==> src/rtl/uart_status_reporter.sv <==
// Serialises a status snapshot (score, mistakes, FSM state) into a short ASCII
// line, handing one byte at a time to a ready/send UART transmitter.
module uart_status_reporter #(
  parameter bit CRLF_EN = 1'b1
) (
  input  logic       clk,
  input  logic       reset,
  input  logic       report_req,
  input  logic [7:0] score,
  input  logic [1:0] mistakes,
  input  logic [4:0] state,
  input  logic       uart_tx_ready,
  output logic       uart_tx_send,
  output logic [7:0] uart_tx_byte,
  output logic       busy,
  output logic       report_done
);

  localparam logic [3:0] LAST_IDX = CRLF_EN ? 4'd11 : 4'd9;

  typedef enum logic [2:0] {IDLE, LOAD, SEND, WAIT_LOW, FINISH} state_t;

  state_t     r_state;
  logic [7:0] r_score;
  logic [1:0] r_mistakes;
  logic [4:0] r_code;
  logic [3:0] r_idx;
  logic       r_pending;
  logic       r_busy;
  logic [7:0] r_last_byte;
  logic [7:0] w_byte;

  function automatic logic [7:0] hex_ascii(input logic [3:0] n);
    return (n < 4'd10) ? (8'h30 + 8'(n)) : (8'h37 + 8'(n));
  endfunction

  // Byte selected by the current report index, built from the snapshot only
  always_comb begin
    w_byte = 8'h00;
    case (r_idx)
      4'd0:    w_byte = 8'h53;
      4'd1:    w_byte = hex_ascii(r_score[7:4]);
      4'd2:    w_byte = hex_ascii(r_score[3:0]);
      4'd3:    w_byte = 8'h20;
      4'd4:    w_byte = 8'h4D;
      4'd5:    w_byte = 8'h30 + 8'(r_mistakes);
      4'd6:    w_byte = 8'h20;
      4'd7:    w_byte = 8'h54;
      4'd8:    w_byte = hex_ascii({3'b000, r_code[4]});
      4'd9:    w_byte = hex_ascii(r_code[3:0]);
      4'd10:   w_byte = 8'h0D;
      4'd11:   w_byte = 8'h0A;
      default: w_byte = 8'h00;
    endcase
  end

  // Strobe and done fire in the same cycle the transmitter reports ready
  assign uart_tx_send = (r_state == SEND) && uart_tx_ready;
  assign uart_tx_byte = uart_tx_send ? w_byte : r_last_byte;
  assign report_done  = (r_state == FINISH) && uart_tx_ready;
  assign busy         = r_busy;

  always_ff @(posedge clk) begin
    if (reset) begin
      r_state     <= IDLE;
      r_score     <= '0;
      r_mistakes  <= '0;
      r_code      <= '0;
      r_idx       <= '0;
      r_pending   <= 1'b0;
      r_busy      <= 1'b0;
      r_last_byte <= '0;
    end else begin
      if (report_req && (r_state != IDLE)) r_pending <= 1'b1;
      case (r_state)
        IDLE: begin
          if (report_req) begin
            r_score    <= score;
            r_mistakes <= mistakes;
            r_code     <= state;
            r_busy     <= 1'b1;
            r_state    <= LOAD;
          end
        end
        LOAD: begin
          r_idx   <= '0;
          r_state <= SEND;
        end
        SEND: begin
          if (uart_tx_ready) begin
            r_last_byte <= w_byte;
            r_state     <= WAIT_LOW;
          end
        end
        WAIT_LOW: begin
          if (!uart_tx_ready) begin
            if (r_idx == LAST_IDX) begin
              r_state <= FINISH;
            end else begin
              r_idx   <= r_idx + 4'd1;
              r_state <= SEND;
            end
          end
        end
        FINISH: begin
          // A queued or coincident request chains straight into a new report
          if (uart_tx_ready) begin
            if (r_pending || report_req) begin
              r_score    <= score;
              r_mistakes <= mistakes;
              r_code     <= state;
              r_pending  <= 1'b0;
              r_state    <= LOAD;
            end else begin
              r_busy  <= 1'b0;
              r_state <= IDLE;
            end
          end
        end
        default: begin
          r_busy  <= 1'b0;
          r_state <= IDLE;
        end
      endcase
    end
  end

endmodule

==> config.mk <==
export PLATFORM = sky130hd
export DESIGN_NAME = uart_status_reporter
export DESIGN_NICKNAME = d
export VERILOG_FILES = /design/src/rtl/uart_status_reporter.sv
export SDC_FILE = /design/constraint.sdc
export NUM_CORES = 1
export LEC_CHECK = 0
export ABC_AREA = 1
export CAP_MARGIN = 10
export CORE_MARGIN = 4
export CORE_UTILIZATION = 29
export DETAILED_ROUTE_END_ITERATION = 8
export MAX_ROUTING_LAYER = met4
export PLACE_DENSITY = 0.56
export SYNTH_ARGS = -nofsm -noshare
export SYNTH_HDL_FRONTEND = slang
export SYNTH_SLANG_ARGS = --single-unit
==> constraint.sdc <==
create_clock -name clk -period 1.9 [get_ports clk]
set_clock_uncertainty 0.1 [all_clocks]
set_input_delay 0.38 -clock clk [delete_from_list [all_inputs] [get_ports clk]]
set_output_delay 0.38 -clock clk [all_outputs]
set_load 0.02 [all_outputs]
* Word-level counts from Yosys, hierarchy flattened *
Index checks and enable logic that the tools add are counted.

storage, ports and cells
  logic and storage cells = 94
  output and inout bits = 11
  flip-flop bits (word level) = 32
  input port bits = 19

cells by class
  $add $sub $neg = 9
  muxes and demuxes = 35
  reductions and logical operators = 16
  equality and inequality tests = 22
  magnitude comparators = 3
  bitwise logic cells = 1

operators by type and width
  operator                                                               count
  7-bit one-hot mux with 11 select lines                                 1
  6-bit by 4-bit adder with 7-bit output, first input constant           6
  8-bit two-way mux                                                      4
  7-bit two-way mux                                                      3
  4-bit by 3-bit equality test with 1-bit output, second input constant  4
  4-bit equality test, second input constant                             4
  8-bit one-hot mux with 2 select lines                                  1
  3-bit two-way mux                                                      5
  5-bit two-way mux                                                      3
  3-bit one-hot mux with 5 select lines                                  1
  4-bit < comparator, second input constant                              3
  2-bit != test, second input constant                                   6
  4-bit AND reduction                                                    3
  5-bit one-hot mux with 2 select lines                                  1
  4-bit by 2-bit equality test with 1-bit output, second input constant  2
  1-bit two-way mux                                                      8
  4-bit two-way mux                                                      2
  4-bit one-hot mux with 2 select lines                                  1
  6-bit by 1-bit adder with 7-bit output, first input constant           1
  6-bit by 2-bit adder with 7-bit output, first input constant           1
  3-bit by 2-bit equality test with 1-bit output, second input constant  2
  2-bit two-way mux                                                      3
  4-bit by 1-bit adder with 4-bit output, second input constant          1
  4-bit by 1-bit equality test with 1-bit output, second input constant  1
  16 further kinds                                                       19

* Logic depth before layout (Yosys ltp) *
  depth in word-level cells = 6
  mapped depth = 10
  gate-level depth less buffers = 10

* Worst setup path after synthesis *
Ideal clock, no wire load.

  path type = reg2out
  start point = reg r_idx[0]
  end point = out uart_tx_byte[1]
  data required time = 1420 ps
  path buffers = 0
  cell stages (with the launch flop) = 9
  path slack = 93 ps
  arrival = 1327 ps
  cells stage by stage = dfxtp_1 -> inv_1 -> ha_1 -> nand2_1 -> nand2_1 -> nor2_1 -> nand2_1 -> o21ai_0 -> nand2_1

between the ends
  cells in the longest elaborated chain, start to end = 4
  elaborated cells between the ends (all ways) = 15
  classes of those cells = 11 x eq/ne; 2 x mux; 2 x reduce/logical

ends and longest elaborated chain
  what                                                                                                              line  text
  start, declared                                                                                                   27    logic [3:0] r_idx;
  start signal, assigned                                                                                            100   r_idx <= r_idx + 4'd1;
  4-bit by 3-bit equality test with 1-bit output or 4-bit by 2-bit equality test with 1-bit output (tied branches)  40    case (r_idx)
  2-bit OR reduction (no line)                                                                                      --
  7-bit one-hot mux with 11 select lines *                                                                          40
  8-bit two-way mux *                                                                                               59    assign uart_tx_byte = uart_tx_send ? w_byte : r_last_byte;
  end, declared                                                                                                     14    output logic [7:0] uart_tx_byte,

Every way passes the cells marked *; elsewhere a longest branch is shown, timed or not.

* Worst setup path after layout *
  start point = reg r_idx[1]
  end point = out uart_tx_byte[0]

Same word-level chain as after synthesis.

==> flow_summary_export.csv <==
group,metric,value,unit
sta,hold_slack,0.371,ns
route,highest-signal-layer,"met4",
grt,number_of_antenna_violations_at_the_first_check_in_global_routing,0,
critical_path,crit_slowest_cell,"dfxtp_4",
clock_network,worst_setup_hold_path_clk_slew,0.06,ns
sta,report.final.hold_viol_count,0,
critical_path,worst-endpoint-arrival,1.67,ns
critical_path,critical_path.cell_chain,"inv_4, ha_4, buf_6, nand4_1, nand2_1, inv_1, nand2_1, nor2_1, nand2_1, nand2_2, nand2_2, buf_6",
layout,area_growth_syn_to_layout,55.2,%
logic_synthesis,synthesis.nets,325,
grt,grt_first_pass_wirelength,8800,um
critical_path,cp.required,1.42,ns
route,post_drt_via_cell_ratio,4.54,
layout,post_layout_nonfiller_instances,474,
place,port_buffers,28,
layout,design.final.nets,424,
route,routed-via-count,2151,
logic_synthesis,yosys_most_used_dff,"dfxtp_1",
grt,first_global_vias,2023,
logic_synthesis,synth_cells,299,
grt,grt_max_degree,25,
layout,post_route_cells_drive_above_1_share,0.393,
logic_synthesis,ys_async_sr_fraction,0,
clock_network,ctsLongestPathBuffers,2,
clock_network,cts_root_buffer_type,"clkbuf_8",
floorplanning,dieWidth,90.1,um
clock_network,tritoncts,"done",
sta,report.final.slew_viol_count,0,
outcome,violations_in_the_final_reports,"setup timing",
route,initialDrtViolationCount,101,
layout,diodes,0,
sta,layout_worst_path_cycle_share,1.13,
place,post-dp-hpwl,3960,um
logic_synthesis,number_of_enable_type_register_cells_in_the_synthesized_netlist,0,
sta,period_needed,2.15,ns
critical_path,crit_path_start_kind,"flip-flop",
place,place.gp.congestion,0.847,
sta,timing.fmax,464,MHz
outcome,outcome,"complete, but fails checks",
floorplanning,die-area,0.00812,sq mm
clock_network,clock_insertion_delay_worst_skew,0.28,ns
floorplanning,num_io_pins,30,
pwr,power.density_cell_area,1340,mW/mm^2
floorplanning,rows,29,
route,detail_route.drc_violations,0,
pwr,cellLeakagePower,1.37,nW
grt,grtUsageTotal,0.134,
critical_path,nature_of_the_critical_path_endpoint,"output pin",
clock_network,clock_sink_count,31,
route,routed-wl-met3,203,um
route,number_of_optimization_iterations_in_the_first_detailed_route_pass,4,
logic_synthesis,synth_cell_type_count,25,
critical_path,worstSetupPathType,"flip-flop to output pin",
clock_network,cts_hold_repair.buffers,0,
logic_synthesis,yosys_warnings,0,
critical_path,path_buf_inv,4,
route,routed_wirelength,5100,um
sta,setup_violations,7,
route,drt-met1-wl,2570,um
route,avgRoutedWirePerCell,10.8,um
logic_synthesis,synth.ff_latch_count,31,
pwr,ir_drop_worst_case_vdd,0.431,mV
grt,total_congestion_overflow,0,
sta,timing.setup.tns,-1.35,ns
hold_path,worst_min_path_class,"flip-flop to flip-flop",
sta,grt_setup_unrepaired,"true",
critical_path,critPathMaxStageDelay,0.39,ns
sta,timing.final.ws_setup,-0.253,ns
clock_network,h-tree-depth,2,
critical_path,path_delay_family,"simple AND/OR/NAND/NOR gates",
route,routed-wl-met2,2210,um
clock_network,cts-buffers-inserted,5,
logic_synthesis,avgSynthCellArea,6.54,sq um
critical_path,cpMostUsedCell,"nand2_1",
floorplanning,die_height,90.1,um
logic_synthesis,synth.yosys.seq_area_share,0.318,
place,dp.cells,463,
job,drv_cap,0,
logic_synthesis,syn_area,0.00195,sq mm
pwr,finalPower,0.00405,W
route,ant_nets,0,
critical_path,crit_fanout,5,
floorplanning,initial_utilization,0.303,
place,pre_cts_slack,-0.611,ns
floorplanning,floorplan.core_area,0.00646,sq mm
-- cells in the final DEF, fill, tap and decap left out, types with 10 or more instances in the layout --
cell and count:
a21oi_1 23, a21oi_2 10, buf_4 70, clkdlybuf4s50_1 19, dfxtp_1 27, inv_1 20, inv_2 11, nand2_1 65
nand2_2 13, nand3_1 26, nor2_1 29, o21ai_0 19
-- worst min-delay path: cells and delay by family (launching register included) --
kind,cells,cell delay (ns)
flops,1,0.31
simple gates,1,0.06
compound gates,1,0.05
-- power breakdown --
part	total (W)	switching [W]	leakage [nW]	internal, W
clock	0.000474	0.000231	0.0371	0.000244
combinational	0.00257	0.00132	1.07	0.00125
sequential	0.00101	0.000137	0.257	0.000874
-- repair_timing --
| item | in CTS | in global routing |
|---|---|---|
| resized for setup | 82 | 20 |
| pin swaps | 10 | 24 |
| cloned | 0 | 0 |
| setup endpoints to repair | 9 | 8 |
| buffers inserted | 3 | 2 |
-- cells by family (layout without fill, tap and decap cells) --
kind of cell,Yosys count,in the layout,share of synthesized area
AO/OA/AOI/OAI,56,56,0.165
adder cells (fa/ha/maj),7,7,0.0448
buffers and inverters,41,139,0.102
flip-flops,31,31,0.318
other,1,1,0.00192
AND/OR/NAND/NOR,163,163,0.369
-- Yosys cell counts, types with 4 or more instances --
cell type | number | area share
nand2_1 | 76 | 0.15
nand3_1 | 33 | 0.085
dfxtp_1 | 31 | 0.32
nor2_1 | 30 | 0.058
inv_1 | 24 | 0.046
a21oi_1 | 23 | 0.059
o21ai_0 | 21 | 0.054
a21oi_2 | 10 | 0.045
inv_2 | 9 | 0.017
ha_1 | 7 | 0.045
nor3_1 | 6 | 0.015
nor2_2 | 5 | 0.016
nand2_2 | 4 | 0.013
-- final timing paths --
kind | from | endpoint | slack [ns] | depth (start not counted)
min reg2reg | r_mistakes[0]$_SDFFE_PP0P_ | r_mistakes[0]$_SDFFE_PP0P_ | 0.37 | 2
max reg2reg | r_idx[0]$_SDFFE_PP0P_ | r_idx[1]$_SDFFE_PP0P_ | 0.22 | 9
max | r_idx[1]$_SDFFE_PP0P_ | uart_tx_byte[0] | -0.25 | 12
min | r_mistakes[0]$_SDFFE_PP0P_ | r_mistakes[0]$_SDFFE_PP0P_ | 0.37 | 2
-- metrics by stage --
| stage | utilization | area [sq um] |
|---|---|---|
| floorplan | - | 1950 |
| global placement | 0.427 | 2760 |
| detailed placement | 0.427 | 2760 |
| CTS | 0.457 | 2950 |
| global route | 0.470 | 3030 |
| finish | 0.470 | 3030 |
-- sequential cells by signal, indices dropped and copies added, names as in the netlist --
name	cells
busy	1
r_code	5
r_idx	4
r_last_byte	7
r_mistakes	2
r_pending	1
r_score	8
r_state	3
-- layout make-up --
class	instances	area, sq um
Multi-Input combinational cell	227	1280
Fill cell	663	3430
Clock buffer	6	72.6
Sequential cell	31	633
Tap cell	77	96.3
Timing Repair Buffer	99	816
Inverter	34	135
-- metal layers --
layer	track usage	vias to the layer above
met5	-	-
met4	0.0548	0
met3	0.0334	13
met2	0.203	38
met1	0.170	932
li1	-	1168
Note: power is estimated with default switching activity, not from simulation.
==> RTL change 1, RTL diff (same settings) <==
Encoding of `state_t`: now one-hot (5 bits for 5 states).
--- a/src/rtl/uart_status_reporter.sv
+++ b/src/rtl/uart_status_reporter.sv
@@ -18,7 +18,7 @@
 
   localparam logic [3:0] LAST_IDX = CRLF_EN ? 4'd11 : 4'd9;
 
-  typedef enum logic [2:0] {IDLE, LOAD, SEND, WAIT_LOW, FINISH} state_t;
+  typedef enum logic [4:0] {IDLE = 5'b00001, LOAD = 5'b00010, SEND = 5'b00100, WAIT_LOW = 5'b01000, FINISH = 5'b10000} state_t;
 
   state_t     r_state;
   logic [7:0] r_score;
Function: same outputs for any inputs over 10 cycles, from zero or initial values and one cycle with reset high; not proved beyond that.
==> RTL change 1 against the original RTL <==
  * The flow still finishes with violations (setup timing)
  * Wire length increased by 8.8%
  * Sequential cell count is 2 higher
  * Critical path depth decreased by 3
  * Design area rose by 8.0%
  * Area after synthesis grew 0.70%
  * Worst setup slack better by 7.2 ps
  * Via count rose by 5.8%
  * Critical endpoint unchanged
  * Largest cell class unchanged
Power is not compared: it rests on default switching activity, and its combinational part moved more than twofold at a synthesized area within 25%.
==> RTL change 1: results (changes against the original RTL) <==
outcome:
  status: "complete, but fails checks"
  violations: "setup timing"
worst_hold_path:
  hold_end: "r_last_byte[3]"
placement:
  place_ws_ps: -692  # -80.9 ps
  hpwl_mm: 3.99  # +0.74%
  gp_congestion: 0.878  # +3.7%
  place_inst: 462  # -0.22%
  dpl-instance-area_sq_um: 2710  # -1.7%
global_routing:
  grt_max_degree: 17  # -32%
  use_met1: 0.172  # +0.00244
  use_met3: 0.0333  # -0.0000556
  grt_use_met2: 0.241  # +0.0373
  first_global_vias: 2165  # +7.0%
  grt_use_total: 0.145  # +0.0111
clock_network:
  cts_setup_buffers: 17  # +14
  cts_resized: 114  # +39%
synthesis:
  seq_area_frac_synth: 0.336  # +0.0181
  synth_area_leaders: "dfxtp_1 (34%), nand2_1 (12%), nor2_1 (11%), nand3_1 (9.7%), inv_1 (7.1%)"
  synthTopCellsByCount: "nand2_1 (64), nor2_1 (58), nand3_1 (38)"
  synthCells: 311  # +4.0%
  syn_nets: 337  # +3.7%
worst_setup_path:
  crit_fanout: 4  # -1
  worstReg2RegEnd: "r_last_byte[6]"
  crit_start: "r_idx[0]"
  rr_startpoint: "r_idx[1]"
final_layout:
  syn_to_final_growth_pct: 66.5
  drive_gt1_frac: 0.392  # -0.000695
  final-clk-cell-share: 0.0244  # +0.000509
  buffers: 102  # +3.0%
  flops_and_latches: 33  # +6.5%
  multi_input_area_share: 0.414  # -0.00813
  seq_area_frac: 0.207  # -0.00141
  nClkBuffers: 8  # +2
  fin_nets: 438  # +3.3%
  nonClkBufAreaFrac: 0.276  # +0.00708
  reg.largest.list: "r_score (8), r_last_byte (7)"
  fillers: 659  # -0.60%
  n_all_inverters: 39  # +15%
sta:
  setup_ws_ps: -246  # +7.19 ps
  tns_ps: -1760  # -413 ps
  setup_viol: 8  # +1
detailed_routing:
  wl_met2_mm: 2.62  # +18%
  routedWlPerCell_um: 11.3  # +5.2%
  met1Wirelength_mm: 2.64  # +2.8%
  wl_met3_um: 212  # +4.4%
[RTL change 1: changes by cell type in the layout (fill, tap and decap cells not counted), moves of 5 or more]
cell     change
nor2_4       +6
nand2_1     -15
dfxtp_2      +5
buf_4        -7
a21oi_1      -8
a21oi_2      -8
nand4_1      +5
inv_1        +7
buf_6       +10
nor2_1      +21
[RTL change 1: kinds of logic after synthesis]
family / share of synthesized area
xor+xnor: 0.0134
fa+ha+maj: 0.0445
buf+inv: 0.102
compound gates: 0.114
flops: 0.336
simple gates: 0.388
other cells: 0.00191
[RTL change 1: worst reg2reg max path: stages, from the launching register on]
cell and delay [ps]:
dfxtp_4 350, inv_4 80, ha_4 170, inv_2 50, nor2_4 110, inv_2 50, nor2_1 90, nor2_1 60
nand3_1 90, nand2_2 70, buf_4 130, buf_4 120, buf_4 120, buf_4 120, buf_4 120, buf_4 120
a21oi_2 100
==> RTL change 2, RTL diff (same flow settings) <==
Made on the original files. Change the parameter `CRLF_EN` from 1'b1 to 1'b0.
--- a/src/rtl/uart_status_reporter.sv
+++ b/src/rtl/uart_status_reporter.sv
@@ -1,7 +1,7 @@
 // Serialises a status snapshot (score, mistakes, FSM state) into a short ASCII
 // line, handing one byte at a time to a ready/send UART transmitter.
 module uart_status_reporter #(
-  parameter bit CRLF_EN = 1'b1
+  parameter bit CRLF_EN = 1'b0
 ) (
   input  logic       clk,
   input  logic       reset,
Behaviour: same outputs for any inputs over 10 cycles, from zero or initial values and one cycle with reset high; that may be too few to reach the edited logic, so the function may still have changed.
==> RTL change 2 against the original RTL <==
  * The run still ends with setup timing left
  * Area after synthesis shrank 3.2%
  * Die area shrank 2.9%
  * Sequential share of layout area shrank 0.78 points
  * Sequential cell count is the same
  * Wire length grew 8.6%
  * Fmax grew 0.61%
  * Worst hold slack lost 2.4 ps
  * Worst setup slack gained 13 ps
  * Design area grew 4.7%
  * Total power shrank 2.1%
  * Critical path type unchanged
  * Critical endpoint unchanged
==> RTL change 2: results (changes against the original RTL) <==
synthesis:
  synthTopCellsByCount: "nand2_1 (74), a21oi_1 (32), nor2_1 (32)"
  yosys.area_share.adder: 0.0463  # +0.00148
  avgSynthCellArea_sq_um: 6.33  # -3.2%
  synth_compound_area_frac: 0.147  # -0.0170
  synth_area_leaders: "dfxtp_1 (33%), nand2_1 (15%), a21oi_1 (8.5%), nand3_1 (8.2%), nor2_1 (6.3%)"
  synth_cell_types: 22  # -12%
final_layout:
  drive_gt1_frac: 0.411  # +0.0181
  final_common_cell: "nand2_1"
sta:
  hold_slack_ps: 368  # -2.36 ps
  setup_ws_ps: -240  # +13.1 ps
  setup_viol: 8  # +1
detailed_routing:
  vias: 2189  # +1.8%
  routedWlPerCell_um: 11.6  # +8.1%
global_routing:
  grt_use_total: 0.147  # +0.0129
  grt_pass1_wl_mm: 9.01  # +2.4%
worst_setup_path:
  reg2reg_setup_slack_ps: -90  # -310 ps
  crit_fanout: 6  # +1
power:
  leakagePower_nw: 1.40  # +2.6%
  powerDensity_nw_per_um2: 1250  # -6.5%
  power_frac_seq: 0.253  # +0.003
  irDropWorstVdd_v: 0.000529  # +23%
  pwr-share-comb: 0.602  # -0.031
outcome:
  status: "complete, but fails checks"
  violations: "setup timing"
placement:
  place_inst: 454  # -1.9%
  hpwl_mm: 4.04  # +2.0%
[RTL change 2: cell count changes in the layout (fill, tap and decap cells not counted), sizes merged]
cell and change:
nand3 -1, clkdlybuf4s50 -1, inv +1, nand4 +1, clkbuf +3, a21oi -1, dlymetal6s2s +1, nand2 -2
nor2 +2, buf -1
[RTL change 2: cell type report]
cell class                 instances  share of cell area
sequential                        31               0.201
inverter                          35              0.0445
timing repair buffer              99               0.271
tap                               77              0.0303
multi-input combinational        226               0.421
clock buffer                       8              0.0315
[RTL change 2: stage by stage]
step | TNS, ps | total power (W)
6_report | -1530 | 0.00397
5_1_grt | -2260 | 0.00432
4_1_cts | -1610 | 0.00387
3_5_place_dp | -5590 | 0.00311
3_3_place_gp | -5220 | 0.00309
2_1_floorplan | 0 | 0.00223
[RTL change 2: layer usage]
metal	up-vias	GRT usage	wire, um
li1	1168	-	-
met1	983	0.186	2640
met2	31	0.235	2630
met3	7	0.0242	170
met4	0	0.0508	100
met5	-	-	0
[RTL change 2: path summary, 6_finish.rpt]
kind | start | to | depth (start not counted)
hold reg to reg | r_mistakes[1] | r_mistakes[1] | 2
hold / removal | r_mistakes[1] | r_mistakes[1] | 2
setup reg to reg | r_idx[1] | r_last_byte[4] | 13
setup / recovery | r_idx[1] | uart_tx_byte[0] | 11
[RTL change 2: critical path, delay by kind of cell, from the launching register on]
family,cells,cell delay (ps)
AND/OR/NAND/NOR,6,460
adder cells (fa/ha/maj),1,190
flip-flops,1,370
buffers and inverters,4,350
[RTL change 2: what timing repair did]
item	4_1_cts	5_1_grt
hold endpoints to repair	0	0
gates resized for setup	98	43
pin swaps	34	20
gates cloned	0	1
setup endpoints to repair	9	10
buffers inserted	8	5
